### config.mk
export PLATFORM = sky130hd
export DESIGN_NAME = arbiter_2_to_1
export DESIGN_NICKNAME = d
export VERILOG_FILES = /design/src/rtl/noc_pkg.sv /design/src/rtl/arbiter_2_to_1_rr_pick2.sv /design/src/rtl/arbiter_2_to_1.sv
export SDC_FILE = /design/constraint.sdc
export NUM_CORES = 1
export LEC_CHECK = 0
export ABC_AREA = 1
export CAP_MARGIN = 10
export CORE_ASPECT_RATIO = 1.75
export CORE_UTILIZATION = 37
export DETAILED_ROUTE_END_ITERATION = 12
export MAX_ROUTING_LAYER = met4
export PLACE_DENSITY = 0.73
export SLEW_MARGIN = 20
export SYNTH_ARGS = -nofsm -noshare
export SYNTH_HDL_FRONTEND = slang
export SYNTH_SLANG_ARGS = --single-unit
### constraint.sdc
create_clock -name clk -period 1.3 [get_ports clk]
set_input_delay 0.39 -clock clk [delete_from_list [all_inputs] [get_ports clk]]
set_output_delay 0.39 -clock clk [all_outputs]
set_load 0.05 [all_outputs]
### src/rtl/noc_pkg.sv
// noc_pkg: packet width and type shared across the tree NoC router.
package noc_pkg;
  localparam int WIDTH_PACKET = 14;
  typedef logic [WIDTH_PACKET-1:0] packet_t;
endpackage

### src/rtl/arbiter_2_to_1_rr_pick2.sv
// rr_pick2: combinational two-way round-robin grant; last=1 means requester 1 won last time.
module rr_pick2 (
  input  logic [1:0] req,
  input  logic       last,
  output logic [1:0] gnt
);
  always_comb begin
    gnt[0] = req[0] && (!req[1] || last);
    gnt[1] = req[1] && (!req[0] || !last);
  end
endmodule

### src/rtl/arbiter_2_to_1.sv
// arbiter_2_to_1: merges two packet streams onto one link through a single output register.
module arbiter_2_to_1
  import noc_pkg::*;
#(
  parameter int WIDTH = WIDTH_PACKET
) (
  input  logic             clk,
  input  logic             rst,
  input  logic [WIDTH-1:0] in1_data,
  input  logic             in1_valid,
  output logic             in1_ready,
  input  logic [WIDTH-1:0] in2_data,
  input  logic             in2_valid,
  output logic             in2_ready,
  output logic [WIDTH-1:0] out_data,
  output logic             out_valid,
  input  logic             out_ready
);
  logic [WIDTH-1:0] out_data_q, out_data_d;
  logic             out_valid_q, out_valid_d;
  logic             last_q, last_d;
  logic [1:0]       gnt;
  logic             slot_free, acc1, acc2;
  rr_pick2 u_pick (
    .req  ({in2_valid, in1_valid}),
    .last (last_q),
    .gnt  (gnt)
  );
  // rst gates the readies so nothing is accepted in the reset cycle
  always_comb begin
    slot_free   = !out_valid_q || out_ready;
    in1_ready   = !rst && slot_free && gnt[0];
    in2_ready   = !rst && slot_free && gnt[1];
    acc1        = in1_valid && in1_ready;
    acc2        = in2_valid && in2_ready;
    out_data_d  = acc1 ? in1_data : acc2 ? in2_data : out_data_q;
    out_valid_d = (acc1 || acc2) ? 1'b1 : (out_valid_q && out_ready) ? 1'b0 : out_valid_q;
    last_d      = acc1 ? 1'b0 : acc2 ? 1'b1 : last_q;
  end
  always_ff @(posedge clk) begin
    if (rst) begin
      out_data_q  <= '0;
      out_valid_q <= 1'b0;
      last_q      <= 1'b1;
    end else begin
      out_data_q  <= out_data_d;
      out_valid_q <= out_valid_d;
      last_q      <= last_d;
    end
  end
  assign out_data  = out_data_q;
  assign out_valid = out_valid_q;
endmodule

Word-level counts from Yosys, hierarchy flattened
Index checks and enable logic that the tools add are counted.
{ "totals": {"regBits": 16, "out_inout_bits": 17, "word_cells": 28, "inputBits": 33} }
{ "classes": {"n_mux": 6, "reduce_logical": 19} }
{ "op_table": {"columns": ["op", "n"], "rows": [
  ["2-to-1 mux 14 bit", 2],
  ["logical AND 1 bit", 8],
  ["zero test 1 bit", 5],
  ["logical OR 1 bit", 4],
  ["2-to-1 mux 1 bit", 4],
  ["nonzero test 2 bit", 2]
]} }

Longest topological paths before layout
{ "depth": {"ltp_word": 7, "depth_mapped": 8, "ltp_nobuf": 7} }

Hierarchy
A second synthesis with hierarchy kept.
{ "hier_totals": {"cells_unflattened": 156, "area_unflattened_um2": 1011.0} }
{ "modules_own_cells": {"columns": ["module", "area_per_inst_um2", "cells_per_inst", "instances", "seq_area_each_um2"], "rows": [
  ["arbiter_2_to_1", 983.4, 152, 1, 320.3],
  ["rr_pick2", 27.5, 4, 1, 0.0]
]} }

Least setup slack after synthesis
No wires, ideal clock.
{ "synth_path": {"kind": "register to output", "from": "register out_valid_q (netlist: out_valid)", "to": "output in2_ready", "path_stages_with_launch": 5, "arrival_time_ps": 1386, "slack_ps": -476, "path_buffers": 1, "cell_sequence": "dfxtp_1 > nand2_1 > nand4_4 > buf_2 > inv_1"} }
{ "synth_between": {"elab_chain_cells": 4} }
{ "synth_rtl": {"columns": ["item", "line", "rtl"], "rows": [
  ["from (decl)", "arbiter_2_to_1.sv:20", "logic out_valid_q, out_valid_d;"],
  ["from (signal assigned)", "arbiter_2_to_1.sv:47", "out_valid_q <= out_valid_d;"],
  ["zero test 1 bit", "arbiter_2_to_1.sv:31", "slot_free = !out_valid_q || out_ready;"],
  ["logical OR 1 bit", "arbiter_2_to_1.sv:31", null],
  ["logical AND 1 bit (2 in a row)", "arbiter_2_to_1.sv:33", "in2_ready = !rst && slot_free && gnt[1];"],
  ["to (decl)", "arbiter_2_to_1.sv:14", "output logic in2_ready,"]
]} }
No other way between the ends.

Worst setup path after layout
{ "layout_path": {"from": "register last_q", "to": "output in1_ready"} }
{ "layout_between": {"elab_chain_cells": 3} }
{ "layout_rtl": {"columns": ["item", "line", "rtl"], "rows": [
  ["from (decl)", "arbiter_2_to_1.sv:21", "logic last_q, last_d;"],
  ["from (signal assigned)", "arbiter_2_to_1.sv:48", "last_q <= last_d;"],
  ["logical OR 1 bit", "arbiter_2_to_1_rr_pick2.sv:8", "gnt[0] = req[0] && (!req[1] || last);"],
  ["logical AND 1 bit", "arbiter_2_to_1_rr_pick2.sv:8", null],
  ["logical AND 1 bit", "arbiter_2_to_1.sv:32", "in1_ready = !rst && slot_free && gnt[0];"],
  ["to (decl)", "arbiter_2_to_1.sv:11", "output logic in1_ready,"]
]} }
No other way between the ends.

==> results.json <==
{
  "outcome": "finished, violations left",
  "violations": "setup timing",
  "place_ws_ns": -0.529,
  "grt_pass1_wl_um": 4160,
  "synth_top_family_by_area": "simple AND/OR/NAND/NOR gates",
  "start_util_pct": 39.0,
  "final_nets": 249,
  "drv_slew": 0,
  "rsz0062_at_grt": "true",
  "die_h_um": 72.8,
  "cts_tree": "built",
  "htreeDepth": 1,
  "synth_edf_count": 0,
  "synthArstFlopShare_pct": 0,
  "yosysSeqAreaShare_pct": 30.2,
  "synth_cells": 154,
  "first_global_vias": 1002,
  "clkLatencyLatePin_ns": 0.25,
  "vias": 1156,
  "synth_top_area_cell": "dfxtp_1",
  "cp.arrival_ns": 1.04,
  "core_region_area_um2": 2720,
  "maxCapViolations": 0,
  "grt_overflow": 0,
  "cts_max_path_buffers": 2,
  "worst_hold_slack_ns": 0.416,
  "worstRegToRegCells": 9,
  "ys_ff_latch": 16,
  "cp-start-kind": "flop",
  "root_buffer": "clkbuf_8",
  "postLayoutCoreUtil_pct": 73.5,
  "ys.warnings.count": 0,
  "chipWidth_um": 42.5,
  "peakVddDrop_uv": 673,
  "finClkSkew_ns": 0.00110,
  "cts.clk_slew.worst_paths_ns": 0.06,
  "final_cells": 242,
  "clock_sinks": 16,
  "fin_ws_ns": -0.125,
  "synth_top_area_share_pct": 30.2,
  "drt_iter0_markers": 16,
  "fmax_ghz": 0.702,
  "area_growth_pct": 88.4,
  "worstPathMaxFanout": 2,
  "cts_buffers": 3,
  "fp.dieArea_um2": 3090,
  "syn-num-nets": 187,
  "grt_max_degree": 30,
  "gr-usage-all-layers_pct": 17.4,
  "antenna_found_initial": 0,
  "num_antenna_cells": 0,
  "finalHoldViolCount": 0,
  "powerDensity_nw_per_um2": 927,
  "numPortBuffers": 49,
  "synthFlopType": "dfxtp_1",
  "io_pins": 50,
  "routed_wl_um": 2920,
  "synth.most_common_cell": "nand2_1",
  "antenna_left": 0,
  "synthAdderAreaFrac_pct": 0,
  "drt-vias-per-instance": 4.78,
  "hpwl_um": 1910,
  "dp.cells": 230,
  "ctsHoldBuffers": 0,
  "worst-slew-pin-transition_ns": 0.188,
  "synthXorXnorAreaFrac_pct": 0,
  "drive_gt1_share_pct": 41.4,
  "yosys.area_share.simple_pct": 49.3,
  "relSlewSlack_pct": 87.4,
  "drc": 0,
  "tns_ns": -0.438,
  "synth_mux_area_share_pct": 0,
  "postSynthAreaPerCell_um2": 6.89,
  "routabilityCongestion": 0.769,
  "dr.pass1.iters": 4,
  "synth_common_cells": "38 x nand2_1, 33 x nor2_1, 17 x inv_1",
  "power.static_leakage_nw": 0.955,
  "endpoint_kind": "output pin",
  "hold_depth": 2,
  "worstPathRequired_ns": 0.91,
  "crit_type": "flop to output pin",
  "setup_viol": 13,
  "synthTopCellsByArea": "dfxtp_1 30%, nand2_1 13%, nor2_1 12%, nand3b_1 9.9%, inv_1 6.0%",
  "hold_class": "input pin to flop",
  "fin_crit_ns": 1.43,
  "core.rowCount": 25,
  "yosys.cell_types.count": 19,
  "routedWlPerCell_um": 12.1,
  "syn-cell-area_um2": 1060,
  "fin_crit_sh_pct": 110,
  "synth_compound_gate_area_share_pct": 4.36
}
[kinds of logic (layout without fill, tap and decap cells)]
family / after synthesis / in the layout
AND/OR/NAND/NOR: 106 / 106
buffers and inverters: 27 / 88
flip-flops: 16 / 16
AO/OA/AOI/OAI: 5 / 5
[final cells by class]
type,count,area [um2]
repair buffers,64,830
multi-input cells,111,677
well taps,27,33.8
inverters,20,88.8
flip-flops and latches,16,325
fillers,197,722
clock buffers,4,45.0
[worst paths after layout]
path / startpoint / endpoint / slack, ns
hold / removal: rst / out_valid$_SDFFE_PP0P_ / 0.42
hold reg to reg: last_q$_SDFFE_PP1P_ / last_q$_SDFFE_PP1P_ / 0.61
setup / recovery: last_q$_SDFFE_PP1P_ / in1_ready / -0.13
setup reg to reg: last_q$_SDFFE_PP1P_ / out_data[4]$_SDFFE_PP0P_ / -0.05
[routing by layer]
layer  wire length (um)  share of wire, %  up-vias  global-route usage, %
met4                 29              0.99        0                   4.17
met2               1700                58       41                   31.6
met3                125               4.3        5                   2.72
met1               1060                36      524                   19.6
li1                   -                 -      586                      -
met5                  0                 0        -                      -
[sequential cells by signal (all words and copies together) (netlist names)]
register / flops
last_q: 1
out_data: 14
out_valid: 1
[metrics by stage]
step	power [mW]	cell area, um2
floorplan	1.01	1090
global route	1.94	2000
global placement	1.37	1760
CTS	1.77	1840
detailed placement	1.38	1760
finish	1.85	2000
[report_power, final]
group	total [mW]	leakage (nW)	internal (mW)	switching, mW
clock network	0.381	0.0228	0.217	0.164
logic	0.875	0.799	0.447	0.428
registers	0.597	0.133	0.543	0.0542
[placed cells by master, fill, tap and decap left out, drive strengths merged]
cell and n:
a21oi 3, a31oi 2, buf 34, clkbuf 6, clkdlybuf4s50 28, clkinv 1
clkinvlp 1, dfxtp 16, inv 18, nand2 49, nand3b 14, nand4 1
nor2 42
[timing repair]
item / CTS / global route
gates cloned: 0 / 2
pin swaps: 4 / 22
setup endpoints to repair: 17 / 16
setup buffers: 4 / 3
gates resized for setup: 21 / 31
[critical path, cell delays in order, from the launching register on]
cell and delay [ns]:
dfxtp_2 0.34, inv_2 0.05, a21oi_4 0.13, nand2_4 0.08
clkinv_4 0.06, buf_12 0.12
Note: power is estimated with default switching activity, not from simulation.
